[config.mk]
export PLATFORM = sky130hd
export DESIGN_NAME = alu_controller
export DESIGN_NICKNAME = d
export VERILOG_FILES = /design/src/rtl/alu_controller.sv
export SDC_FILE = /design/constraint.sdc
export NUM_CORES = 1
export LEC_CHECK = 0
export ABC_AREA = 0
export ABC_CLOCK_PERIOD_IN_PS = 4400
export BUFFER_PORTS_ARGS = -buffer_cell sky130_fd_sc_hd__clkbuf_2
export CORE_ASPECT_RATIO = 0.9
export CORE_MARGIN = 1.5
export CORE_UTILIZATION = 52
export CTS_BUF_LIST = sky130_fd_sc_hd__clkbuf_16
export CTS_CLUSTER_DIAMETER = 100
export DETAILED_ROUTE_END_ITERATION = 16
export PLACE_DENSITY = 0.87
export SETUP_SLACK_MARGIN = 0.4
export SLEW_MARGIN = 15
export SYNTH_ARGS = -nofsm -noshare
export SYNTH_HDL_FRONTEND = slang
export SYNTH_SLANG_ARGS = --single-unit
export TNS_END_PERCENT = 20
[constraint.sdc]
create_clock -name clock -period 4.4 [get_ports clock]
set_input_delay 0.22 -clock clock [delete_from_list [all_inputs] [get_ports clock]]
set_output_delay 0.22 -clock clock [all_outputs]
set_load 0.02 [all_outputs]
[src/rtl/alu_controller.sv]
// alu_controller: front-panel sequencer collecting opcode/A/B bytes and enabling ALU or multiplier; optional BUTTON_EDGE_EN
module alu_controller #(
    parameter int MUL_SEL_BIT = 4
) (
    input  logic       clock,
    input  logic       reset,
    input  logic       button,
    input  logic [7:0] data_in,
    output logic       enAlu,
    output logic       enMul,
    output logic [3:0] opcode_o,
    output logic [7:0] opA_o,
    output logic [7:0] opB_o,
    output logic       disp_alu,
    output logic [2:0] state
);
    typedef enum logic [2:0] {
        S_OPCODE = 3'd0,
        S_OPA    = 3'd1,
        S_OPB    = 3'd2,
        S_EXEC   = 3'd3,
        S_DISP   = 3'd4
    } state_t;
    state_t     state_q, state_d;
    logic [3:0] opcode_q, opcode_d;
    logic [7:0] opa_q, opa_d, opb_q, opb_d;
    logic       mul_sel_q, mul_sel_d;
    logic       en_alu_q, en_mul_q, disp_q;
    logic       step;
`ifdef BUTTON_EDGE_EN
    logic [2:0] sync_q;
    // two-flop synchronizer plus one history flop; a step is a synchronized high-to-low fall
    always_ff @(posedge clock or negedge reset) begin
        if (!reset) sync_q <= 3'b111;
        else        sync_q <= {sync_q[1:0], button};
    end
    assign step = sync_q[2] & ~sync_q[1];
`else
    assign step = ~button;
`endif
    // next-state and capture decode
    always_comb begin
        state_d   = state_q;
        opcode_d  = opcode_q;
        opa_d     = opa_q;
        opb_d     = opb_q;
        mul_sel_d = mul_sel_q;
        case (state_q)
            S_OPCODE: if (step) begin
                opcode_d  = data_in[3:0];
                mul_sel_d = data_in[MUL_SEL_BIT];
                state_d   = S_OPA;
            end
            S_OPA: if (step) begin
                opa_d   = data_in;
                state_d = S_OPB;
            end
            S_OPB: if (step) begin
                opb_d   = data_in;
                state_d = S_EXEC;
            end
            S_EXEC:  state_d = S_DISP;
            S_DISP:  state_d = step ? S_OPCODE : S_DISP;
            default: state_d = S_OPCODE;
        endcase
    end
    // state, latched operands and outputs registered from the next-state decode
    always_ff @(posedge clock or negedge reset) begin
        if (!reset) begin
            state_q   <= S_OPCODE;
            opcode_q  <= '0;
            opa_q     <= '0;
            opb_q     <= '0;
            mul_sel_q <= 1'b0;
            en_alu_q  <= 1'b0;
            en_mul_q  <= 1'b0;
            disp_q    <= 1'b0;
        end else begin
            state_q   <= state_d;
            opcode_q  <= opcode_d;
            opa_q     <= opa_d;
            opb_q     <= opb_d;
            mul_sel_q <= mul_sel_d;
            en_alu_q  <= (state_d == S_EXEC || state_d == S_DISP) && !mul_sel_d;
            en_mul_q  <= (state_d == S_EXEC || state_d == S_DISP) && mul_sel_d;
            disp_q    <= state_d == S_DISP;
        end
    end
    assign enAlu    = en_alu_q;
    assign enMul    = en_mul_q;
    assign disp_alu = disp_q;
    assign opcode_o = opcode_q;
    assign opA_o    = opa_q;
    assign opB_o    = opb_q;
    assign state    = state_q;
endmodule

# After elaboration in Yosys (flattened, before gate mapping)
# Index checks and enable logic that the tools add are counted.
[word_totals]
regBits = 27
wordCells = 30
[classes]
n_eq_ne = 6
n_mux = 7
bitwise_logic = 1
reduce_logical = 8
[op_table]
columns = ["cell", "count"]
rows = [
  ["$pmux W3 S5", 1],
  ["$mux W3", 4],
  ["$eq A3 B2 Y1 const B", 3],
  ["$eq A3 B3 Y1 const B", 2],
  ["$reduce_and A2 Y1", 3],
  ["$eq A3 B1 Y1 const B", 1],
  ["$logic_not A3 Y1", 1],
  ["$logic_and A1 B1 Y1", 2],
  ["$mux W1", 2],
  ["$logic_not A1 Y1", 1],
  ["$logic_or A1 B1 Y1", 1],
  ["$not A1 Y1", 1],
]

# Depth between registers and ports, before layout
# Gate-level depths: netlist of run 1.
[logic_depth]
word_depth = 5
depth_mapped = 5
depth_no_buf = 3

# Least setup slack after synthesis of run 1
# OpenSTA, ideal clock, no wires.
[synth_timing]
path_kind = "register to register"
from = "reg state_q[0], in the netlist state[0]"
to = "reg opa_q[0], in the netlist opA_o[0]"
setup_ns = 0.125
t_arrival_ns = 1.445
t_required_ns = 4.275
setup_slack_ns = 2.831
path_stages_with_launch = 5
period_less_slack_ns = 1.569
path_cell_list = "dfrtp_1 -> buf_6 -> nor2b_4 -> nor3b_4 -> mux2_2"
[synth_via]
elab_chain_cells = 2
[synth_rtl]
columns = ["element", "line", "text"]
rows = [
  ["start: declaration", "24", "state_t state_q, state_d;"],
  ["start signal: assignment", "79", "state_q <= state_d;"],
  ["$eq A3 B1 Y1", "48", "case (state_q)"],
  ["$reduce_and A2 Y1 (no line)", "-", ""],
  ["end signal: assignment", "81", "opa_q <= opa_d;"],
  ["end: declaration", "26", "logic [7:0] opa_q, opa_d, opb_q, opb_d;"],
]
# No other way between the ends.
# A chain may end at the register's enable or synchronous reset.

# Worst setup path in the final report of run 1
[layout_timing]
from = "reg state_q[0], in the netlist state[0]"
to = "reg opa_q[3], in the netlist opA_o[3]"
# The elaborated chain is that of the path after synthesis.

==> summary.txt, run 1 <==
Routing
  • Drt initial violations: 4
  • WL per Instance: between 10 and 15 um
  • Post-DRT Antenna Nets: 0
  • Met3 WL: 97 um
  • M1 wire length: 825 um
  • DR WL met2: between 900 and 1000 um
  • Drt pass-1 iters: 4
  • Final WL: 1880 um
  • Drc violations: 0
  • Top layer in use: met3
  • Via/cell ratio: approximately 5.2
  • Via Count: 688

Min path
  • Worst Hold End: opA_o[6]$_DFFE_PN0P_
  • Hold Path Class: input pin to register
  • Hold Startpoint: data_in[6]
  • Worst Hold Depth: 2

Clock network
  • CTS H-tree depth: 1
  • Maximum root-to-sink buffer count: 2
  • Clk_lat worst skew: 0.26 ns
  • Reg clk slew, reported paths: 0.07 ns
  • # resized after CTS: 0
  • # clock sinks: 27
  • Clk root buf: clkbuf_16
  • Num CTS Buffers: 3
  • CTS tree: yes

Critical path
  • Critical path cell sequence: nor2b_4, nor3b_4, mux2_2
  • Setup CP Type: register to register
  • CP Max Fanout: 9
  • Crit start category: register
  • Crit path capture type: register
  • Required @ worst endpoint: 4.54 ns
  • R2r endpoint: opA_o[3]$_DFFE_PN0P_
  • Worst Path Arrival: 1.79 ns
  • Worst reg2reg setup slack: 2.75 ns
  • R2r startpoint: state[0]$_DFF_PN0_
  • Top delay family on crit path: simple AND/OR/NAND/NOR gates
  • Crit. Startpoint: state[0]$_DFF_PN0_
  • Slowest cell on crit path: dfrtp_1
  • CP peak stage delay: 0.53 ns
  • Reg2Reg Depth: 3
  • Worst Path Buf+Inv: 0

Global route
  • Largest net degree at the start of global routing: 28
  • All-Layer GR Usage: 0.176
  • Grt ovf: 0
  • Initial antenna violation count: 0
  • First-pass GRT wire length: 2990 um
  • Vias in the first global route: 662

Cells and area
  • FF+latch area: 676 um2
  • Multi-input gate area: 392 um2
  • Final net count: 119
  • Area delta synth->final: 25.8%
  • End-of-flow core utilization: 0.703
  • Filler cell count: 142
  • Layout cell share with drive strength beyond 1: 0.626
  • Antenna diodes: 0
  • Design Area, Final: 1370 um2
  • Cell Count, Final, Fillers Out: ~130

Floorplan
  • I/O pin cnt: 37
  • Core Region: 1950 um2
  • DIE AREA: between 2000 and 2500 um2
  • # rows: 15
  • Die height: 46.4 um
  • Die X: 51.3 um
  • Starting Density: 0.558

Logic synthesis
  • Ys Warns: 0
  • Register bit total from synthesis: 27
  • Seq/Total Area, Yosys: 0.620
  • Post-synth cell types: 14
  • Post-Syn Area: ~1100 um2
  • Synthesized instance count: 68
  • Mapped Nets: 79
  • Synth Area per Inst: 16.0 um2

Timing
  • RSZ-0062 raised after global routing: no
  • Worst slew margin: 0.565
  • Max-slew violations: 0
  • Fmax: a little over 600 MHz
  • Minimum period implied by the final worst setup slack: approximately 1.7 ns
  • Worst setup margin: 2.75 ns
  • Setup Skew: 0.00385 ns
  • Final setup viols: 0
  • Tightest Pin Transition: 0.653 ns
  • Setup TNS: 0 ns
  • Final-report hold violation count: 0
  • Period utilization: 0.376
  • Hold_ws: roughly 0.21 ns

Placed design
  • Gpl congestion: 0.723
  • Pre-CTS setup slack: 2.72 ns
  • Cells after DPL: 127
  • Area post-placement: about 1300 um2
  • HPWL Detailed: 1430 um
  • Number of port buffers: 36

Power
  • Leak: 0.673 nW
  • Final Power: roughly 1.1 mW
  • Worst vdd ir: 0.000535 V
  • P per Cell Area: 837 nW/um2

Flow run
  • Number of max-cap violations: 0

Outcome
  • Outcome: finished, final reports clean
[routing by layer]
layer,GRT usage,vias to the layer above
li1,-,319
met1,0.216,347
met2,0.314,22
met3,0.0357,0
met4,0.0632,0
met5,0,-
[synth_stat cells, drive strengths merged]
library cell  number  area, um2
dfrtp             27        676
nor2b              3       33.8
nor2               5       18.8
nor4               1       21.3
buf                2       22.5
a21o               2       15.0
nand2b             1       6.26
mux2i              1       10.0
nor3b              1       18.8
and2               1       8.76
and4bb             1       12.5
a21oi              2       10.0
mux2              21        236
[area by class of cell]
type | count | share of cell area
Timing Repair Buffer | 37 | 0.139
Multi-Input combinational cell | 39 | 0.286
Clock inverter | 1 | 0.00547
Tap cell | 25 | 0.0228
Sequential cell | 27 | 0.493
Clock buffer | 3 | 0.0547
[cells in the final DEF, fill, tap and decap left out, drive strengths merged]
cell type / count
and2: 1
mux2: 21
nor3b: 1
nor2b: 3
clkinvlp: 1
mux2i: 1
and4bb: 1
clkbuf: 39
nor2: 5
nor4: 1
dfrtp: 27
a21o: 2
a21oi: 2
dlygate4sd3: 1
nand2b: 1
[report_power, final]
group / internal, mW / switching, mW
Clock: 0.123 / 0.0804
Sequential: 0.369 / 0.0887
Combinational: 0.220 / 0.266
Total: 0.713 / 0.435
[cells by family (layout without fill, tap and decap cells)]
logic type	Yosys count	count (layout)	share of synthesized area
compound gates	4	4	0.0230
simple gates	13	13	0.110
flops	27	27	0.620
buf+inv	2	41	0.0207
mux	22	22	0.226
[worst max-delay path by stage]
stage | endpoint | depth (start not counted) | slack (ns)
2_1_floorplan | opA_o[0]$_DFFE_PN0P_ | 4 | 2.83
3_3_place_gp | opA_o[7]$_DFFE_PN0P_ | 3 | 2.80
3_5_place_dp | opA_o[0]$_DFFE_PN0P_ | 3 | 2.72
4_1_cts | opA_o[2]$_DFFE_PN0P_ | 3 | 2.75
5_1_grt | opA_o[3]$_DFFE_PN0P_ | 3 | 2.66
6_report | opA_o[3]$_DFFE_PN0P_ | 3 | 2.75
[flip-flops by register name, indices dropped and copies added, names as in the netlist]
name,count
mul_sel_q,1
enAlu,1
enMul,1
state,3
opB_o,8
opcode_o,4
disp_alu,1
opA_o,8
[timing repair]
item,CTS,global route
hold buffers,1,0
endpoints found under the hold margin,17,0
endpoints found under the setup margin,0,0
buffers inserted,0,0
Note: power is estimated with default switching activity, not from simulation.
==> run 2: changes to the inputs <==
--- a/config.mk
+++ b/config.mk
@@ -6,15 +6,15 @@
 export NUM_CORES = 1
 export LEC_CHECK = 0
 export ABC_AREA = 0
-export ABC_CLOCK_PERIOD_IN_PS = 4400
+export ABC_CLOCK_PERIOD_IN_PS = 1500
 export BUFFER_PORTS_ARGS = -buffer_cell sky130_fd_sc_hd__clkbuf_2
 export CORE_ASPECT_RATIO = 0.9
 export CORE_MARGIN = 1.5
-export CORE_UTILIZATION = 52
+export CORE_UTILIZATION = 43
 export CTS_BUF_LIST = sky130_fd_sc_hd__clkbuf_16
 export CTS_CLUSTER_DIAMETER = 100
 export DETAILED_ROUTE_END_ITERATION = 16
-export PLACE_DENSITY = 0.87
+export PLACE_DENSITY = 0.78
 export SETUP_SLACK_MARGIN = 0.4
 export SLEW_MARGIN = 15
 export SYNTH_ARGS = -nofsm -noshare
==> constraint.sdc (replaced) <==
create_clock -name clock -period 1.5 [get_ports clock]
set_input_delay 0.075 -clock clock [delete_from_list [all_inputs] [get_ports clock]]
set_output_delay 0.075 -clock clock [all_outputs]
set_load 0.02 [all_outputs]
==> run 2 against run 1 <==
Against the previous run:
- non-clock buffer count grew 7
- register-to-register slack lost 2.7 ns
- largest cell class unchanged
- die area grew 20%
- power grew to 3.2 times the previous value
- via count grew 4.1%
- utilization shrank 8.8 points
- clock skew shrank 0.00064 ns
- design area grew 8.7%
- first-iteration DRC count grew 100%
==> summary.txt, run 2 (same netlist as run 1, synthesis figures left out) <==
Placed design
  • Area post-placement: 1320 um2 (was 1280 um2)
  • Number of port buffers: 36 (unchanged)
  • HPWL Detailed: 1450 um (was 1430 um)
  • Gpl congestion: 0.686 (was 0.723)
  • Cells after DPL: 134 (was 127)

Critical path
  • Worst Path Arrival: 1.55 ns (was 1.79 ns)
  • Required @ worst endpoint: 1.65 ns (was 4.54 ns)
  • R2r startpoint: state[1]$_DFF_PN0_ (was state[0]$_DFF_PN0_)
  • Crit. Startpoint: state[1]$_DFF_PN0_ (was state[0]$_DFF_PN0_)
  • Setup CP Type: register to register (unchanged)
  • CP Max Fanout: 8 (was 9)
  • Crit path capture type: register (unchanged)
  • Crit start category: register (unchanged)
  • Worst reg2reg setup slack: 0.1 ns (was 2.75 ns)

Global route
  • All-Layer GR Usage: 0.166 (was 0.176)
  • Vias in the first global route: 720 (was 662)
  • Largest net degree at the start of global routing: 28 (unchanged)
  • First-pass GRT wire length: 3460 um (was 2990 um)
  • Grt ovf: 0 (unchanged)
  • Initial antenna violation count: 0 (unchanged)

Power
  • Worst vdd ir: 0.00156 V (was 0.000535 V)
  • Leak: 0.751 nW (was 0.673 nW)
  • P per Cell Area: 2470 nW/um2 (was 837 nW/um2)

Clock network
  • Num CTS Buffers: 3 (unchanged)
  • # clock sinks: 27 (unchanged)
  • Maximum root-to-sink buffer count: 2 (unchanged)
  • Clk root buf: clkbuf_16 (unchanged)
  • CTS tree: yes (unchanged)
  • Reg clk slew, reported paths: 0.07 ns (about the same)
  • Clk_lat worst skew: 0.26 ns (about the same)
  • CTS H-tree depth: 1 (unchanged)

Floorplan
  • Core Region: 2420 um2 (was 1950 um2)
  • DIE AREA: 2850 um2 (was 2380 um2)
  • Die height: 50.8 um (was 46.4 um)
  • Die X: 56.1 um (was 51.3 um)
  • I/O pin cnt: 37 (unchanged)
  • # rows: 17 (was 15)
  • Starting Density: 0.449 (was 0.558)

Timing
  • Tightest Pin Transition: 0.631 ns (was 0.653 ns)
  • Max-slew violations: 0 (unchanged)
  • Minimum period implied by the final worst setup slack: 1.40 ns (was 1.65 ns)
  • Hold_ws: 0.0638 ns (was 0.206 ns)
  • Setup Skew: 0.00321 ns (was 0.00385 ns)
  • Period utilization: 0.937 (was 0.376)
  • Final-report hold violation count: 0 (unchanged)
  • Final setup viols: 0 (unchanged)
  • Fmax: 712 MHz (was 605 MHz)
  • Worst slew margin: 0.579 (was 0.565)
  • RSZ-0062 raised after global routing: yes (was no)

Routing
  • Post-DRT Antenna Nets: 0 (unchanged)
  • Drc violations: 0 (unchanged)
  • Via/cell ratio: 5.04 (was 5.21)
  • Drt pass-1 iters: 4 (unchanged)
  • Final WL: 2100 um (was 1880 um)
  • Drt initial violations: 8 (was 4)
  • WL per Instance: 14.8 um (was 14.3 um)
  • Via Count: 716 (was 688)

Cells and area
  • Layout cell share with drive strength beyond 1: 0.675 (was 0.626)
  • Most frequent cells in the layout: clkbuf_2, dfrtp_1, mux2_4 (was clkbuf_2, dfrtp_1, mux2_2)
  • Area delta synth->final: 36.7% (was 25.8%)
  • Final net count: 126 (was 119)
  • Most common cell after layout, fill and taps aside: clkbuf_2 (unchanged)
  • Design Area, Final: 1490 um2 (was 1370 um2)
  • Cell Count, Final, Fillers Out: 142 (was 132)
  • Antenna diodes: 0 (unchanged)

Min path
  • Hold Path Class: input pin to register (unchanged)
  • Hold Startpoint: data_in[6] (unchanged)

Flow run
  • Number of max-cap violations: 0 (unchanged)

Outcome
  • Outcome: finished, final reports clean (unchanged)
## run 2: changes by cell type in the layout (fill, tap and decap cells not counted)
cell / before / now
buf_6: 0 / 1
clkinvlp_4: 1 / 0
inv_6: 0 / 1
buf_12: 0 / 1
dfrtp_1: 27 / 24
mux2_4: 0 / 11
buf_4: 0 / 5
mux2_2: 21 / 10
dfrtp_2: 0 / 3
## run 2: timing repair
item                                   in CTS  in global routing
endpoints found under the hold margin      27                  0
setup endpoints to repair                  24                 27
pin swaps                                   1                  0
buffers inserted                            2                  1
resized for setup                          13                  0
hold buffers                                1                  0
## run 2: critical path, cell delays in order, from the launching register on
cell     delay, ns
dfrtp_2       0.47
nor2b_4       0.13
nor3b_4       0.19
buf_6         0.18
mux2_4        0.31
## run 2: per-stage QoR
stage               utilization  TNS, ns  setup slack (ns)  power (mW)
floorplan                     -  -0.0873           -0.0109        2.35
global placement          0.542        0             0.109        2.81
detailed placement        0.542        0            0.0707        2.88
CTS                       0.611        0             0.103        3.71
global route              0.615        0            0.0463        3.88
finish                    0.615        0            0.0950        3.68
## run 2: path summary, 6_finish.rpt
| check | cells past startpoint | to |
|---|---|---|
| min in group asynchronous | 2 | opB_o[6]$_DFFE_PN0P_ |
| worst min register to register | 1 | enAlu$_DFF_PN0_ |
| max in group asynchronous | 2 | state[0]$_DFF_PN0_ |
| worst max-delay path | 4 | opA_o[7]$_DFFE_PN0P_ |
| worst max register to register | 4 | opA_o[7]$_DFFE_PN0P_ |
| worst min-delay path | 2 | opA_o[6]$_DFFE_PN0P_ |
## run 2: routing by layer
layer,part of all wire,track usage,wire length (um)
met1,0.40,0.194,839
met2,0.54,0.282,1140
met3,0.038,0.0541,80
met4,0.017,0.0714,35
met5,0,0,0
## run 2: layout make-up
cell class / count / area (um2)
Tap cell: 28 / 35.0
Fill cell: 206 / 935
Sequential cell: 27 / 679
Multi-Input combinational cell: 39 / 433
Clock buffer: 3 / 75.1
Clock inverter: 1 / 8.76
Timing Repair Buffer: 44 / 259
## run 2: power breakdown
group | internal (mW) | switching, mW
combinational | 0.870 | 0.864
clock | 0.368 | 0.240
sequential | 1.09 | 0.249
==> run 3: changes to the inputs <==
--- a/config.mk
+++ b/config.mk
@@ -5,18 +5,17 @@
 export SDC_FILE = /design/constraint.sdc
 export NUM_CORES = 1
 export LEC_CHECK = 0
-export ABC_AREA = 0
+export ABC_AREA = 1
 export ABC_CLOCK_PERIOD_IN_PS = 1500
 export BUFFER_PORTS_ARGS = -buffer_cell sky130_fd_sc_hd__clkbuf_2
 export CORE_ASPECT_RATIO = 0.9
 export CORE_MARGIN = 1.5
-export CORE_UTILIZATION = 43
+export CORE_UTILIZATION = 44
 export CTS_BUF_LIST = sky130_fd_sc_hd__clkbuf_16
 export CTS_CLUSTER_DIAMETER = 100
 export DETAILED_ROUTE_END_ITERATION = 16
 export PLACE_DENSITY = 0.78
 export SETUP_SLACK_MARGIN = 0.4
-export SLEW_MARGIN = 15
 export SYNTH_ARGS = -nofsm -noshare
 export SYNTH_HDL_FRONTEND = slang
 export SYNTH_SLANG_ARGS = --single-unit
==> run 3 against run 2 <==
Against the previous run:
- critical path depth did not move
- register-to-register slack gained 0.19 ns
- clock-buffer cell count is the same
- utilization grew 2.0 points
- global-route usage increased by 1.8 points
- largest power group unchanged
==> summary.txt, run 3 <==
Floorplan
  • DIE AREA: 2930 um2 (was 2850 um2)
  • Die X: 56.9 um (was 56.1 um)
  • Starting Density: 0.467 (was 0.449)
  • I/O pin cnt: 37 (unchanged)
  • # rows: 17 (unchanged)
  • Die height: 51.5 um (was 50.8 um)
  • Core Region: 2470 um2 (was 2420 um2)

Logic synthesis
  • Seq/Total Area, Yosys: 0.587 (was 0.620)
  • Synth top cells by count: nand2_1, dfrtp_1, inv_1, o21ai_2, o21ai_1 (was dfrtp_1, mux2_2, nor2_1)
  • Post-synthesis async set-or-reset flop share: 1.00 (unchanged)
  • Mapped Nets: 120 (was 79)
  • Register bit total from synthesis: 27 (unchanged)
  • Synth area leader: dfrtp_1 (unchanged)
  • Post-Syn Area: 1150 um2 (was 1090 um2)
  • Post-synth cell types: 14 (unchanged)
  • Number of synthesized flops with an enable pin: 0 (unchanged)
  • Main synth FF type: dfrtp_1 (unchanged)
  • Ys Warns: 0 (unchanged)
  • Synthesized instance count: 109 (was 68)
  • Synth Area per Inst: 10.6 um2 (was 16.0 um2)
  • Count leader, synth: nand2_1 (was dfrtp_1)
  • Top post-synthesis cells by area: dfrtp_1, o21ai_2, nand2_1 (was dfrtp_1, mux2_2, nor2b_4)
  • Post-synth top area share: 0.587 (was 0.620)

Clock network
  • CTS tree: yes (unchanged)
  • # clock sinks: 27 (unchanged)
  • Clk_lat worst skew: 0.26 ns (about the same)
  • Maximum root-to-sink buffer count: 2 (unchanged)
  • CTS H-tree depth: 1 (unchanged)
  • Clk root buf: clkbuf_16 (unchanged)
  • Reg clk slew, reported paths: 0.07 ns (about the same)
  • Num CTS Buffers: 3 (unchanged)

Global route
  • Largest net degree at the start of global routing: 28 (unchanged)
  • Grt ovf: 0 (unchanged)
  • Initial antenna violation count: 0 (unchanged)
  • First-pass GRT wire length: 3960 um (was 3460 um)
  • All-Layer GR Usage: 0.184 (was 0.166)
  • Vias in the first global route: 847 (was 720)

Timing
  • Max-slew violations: 0 (unchanged)
  • Worst slew margin: 0.573 (was 0.579)
  • Final setup viols: 0 (unchanged)
  • Minimum period implied by the final worst setup slack: 1.21 ns (was 1.40 ns)
  • Worst setup margin: 0.287 ns (was 0.0950 ns)
  • RSZ-0062 raised after global routing: yes (unchanged)
  • Fmax: 824 MHz (was 712 MHz)
  • Setup TNS: 0 ns (unchanged)
  • Tightest Pin Transition: 0.641 ns (was 0.631 ns)
  • Setup Skew: 0.00307 ns (was 0.00321 ns)
  • Period utilization: 0.809 (was 0.937)
  • Final-report hold violation count: 0 (unchanged)

Routing
  • Final WL: 2590 um (was 2100 um)
  • Via/cell ratio: 4.94 (was 5.04)
  • Drt initial violations: 23 (was 8)
  • Post-DRT Antenna Nets: 0 (unchanged)
  • WL per Instance: 14.0 um (was 14.8 um)
  • Drt pass-1 iters: 4 (unchanged)
  • Via Count: 914 (was 716)
  • Drc violations: 0 (unchanged)

Cells and area
  • End-of-flow core utilization: 0.634 (was 0.615)
  • Most common cell after layout, fill and taps aside: clkbuf_2 (unchanged)
  • Layout cell share with drive strength beyond 1: 0.541 (was 0.675)
  • Filler cell count: 204 (was 206)
  • Antenna diodes: 0 (unchanged)
  • Final net count: 169 (was 126)
  • Most frequent cells in the layout: clkbuf_2, dfrtp_1, nand2_1 (was clkbuf_2, dfrtp_1, mux2_4)
  • Area delta synth->final: 36.0% (was 36.7%)
  • Design Area, Final: 1570 um2 (was 1490 um2)

Placed design
  • Pre-CTS setup slack: 0.289 ns (was 0.0707 ns)
  • Gpl congestion: 0.754 (was 0.686)
  • HPWL Detailed: 1600 um (was 1450 um)
  • Area post-placement: 1340 um2 (was 1320 um2)
  • Number of port buffers: 36 (unchanged)

Power
  • Leak: 0.851 nW (was 0.751 nW)
  • Final Power: 3.58 mW (was 3.68 mW)
  • Worst vdd ir: 0.00147 V (was 0.00156 V)
  • P per Cell Area: 2280 nW/um2 (was 2470 nW/um2)

Min path
  • Worst Hold Depth: 3 (was 2)
  • Hold Path Class: input pin to register (unchanged)

Outcome
  • Outcome: finished, final reports clean (unchanged)

Critical path
  • Reg2Reg Depth: 4 (unchanged)
  • Setup CP Type: register to register (unchanged)
  • Crit path capture type: register (unchanged)
  • Required @ worst endpoint: 1.62 ns (was 1.65 ns)
  • Worst Path Arrival: 1.34 ns (was 1.55 ns)
  • CP Max Fanout: 8 (unchanged)
  • Crit start category: register (unchanged)

Flow run
  • Number of max-cap violations: 0 (unchanged)
[run 3: cell count changes after synthesis, sizes merged, moves of 2 or more]
cell / previous run / this run
mux2: 21 / 0
nand3: 0 / 5
nor2b: 3 / 0
o21ai: 0 / 21
inv: 0 / 16
nand2: 0 / 34
a21o: 2 / 0
a21oi: 2 / 0
nor2: 5 / 2
[run 3: kinds of logic after synthesis]
| group | synth area share |
|---|---|
| buf+inv | 0.0848 |
| flops | 0.587 |
| simple gates | 0.185 |
| compound gates | 0.143 |
[run 3: per-stage QoR]
stage | instances | hold WS, ns
after floorplan | 109 | -0.221
after global placement | 170 | 0.120
after detailed placement | 170 | 0.132
after CTS | 181 | 0.0712
after global routing | 185 | 0.0811
final | 185 | 0.0730
[run 3: cell type report]
| cell class | instances | area (um2) | area share |
|---|---|---|---|
| sequential | 27 | 679 | 0.434 |
| clock inverter | 1 | 8.76 | 0.00560 |
| timing repair buffer | 46 | 273 | 0.174 |
| multi-input combinational | 64 | 430 | 0.275 |
| clock buffer | 3 | 75.1 | 0.0480 |
| inverter | 16 | 63.8 | 0.0408 |
| tap | 28 | 35.0 | 0.0224 |
[run 3: critical path, cell delays in order, from the launching register on]
cell and delay (ns):
dfrtp_2 0.47, clkinvlp_4 0.14, buf_4 0.16, nand3_4 0.16, o21ai_0 0.15
[run 3: path summary, 6_finish.rpt]
path | startpoint | end | slack (ns)
worst max-delay path | state[1]$_DFF_PN0_ | state[1]$_DFF_PN0_ | 0.29
worst min register to register | opB_o[3]$_DFFE_PN0P_ | opB_o[3]$_DFFE_PN0P_ | 0.49
min in group asynchronous | reset | opB_o[4]$_DFFE_PN0P_ | 0.37
worst max register to register | state[1]$_DFF_PN0_ | state[1]$_DFF_PN0_ | 0.29
worst min-delay path | data_in[6] | opA_o[6]$_DFFE_PN0P_ | 0.07
max in group asynchronous | reset | state[0]$_DFF_PN0_ | 0.68
[run 3: power breakdown]
part           internal, mW  leakage [nW]  switching (mW)
combinational         0.604         0.473            1.04
clock                 0.368        0.0415           0.248
sequential             1.06         0.337           0.258
total                  2.03         0.851            1.54
[run 3: routing by layer]
metal	vias to the layer above	part of all wire	GRT usage
li1	442	-	-
met3	0	0.061	0.0647
met2	36	0.51	0.312
met5	-	0	0
met1	436	0.43	0.231
met4	0	0	0.0349
[run 3: timing repair]
| action | 4_1_cts | 5_1_grt |
|---|---|---|
| endpoints found under the hold margin | 27 | 0 |
| resized for setup | 1 | 15 |
| hold buffers | 1 | 0 |
| setup buffers | 5 | 4 |
| cloned | 1 | 0 |
| pin swaps | 0 | 2 |
| setup endpoints to repair | 20 | 28 |
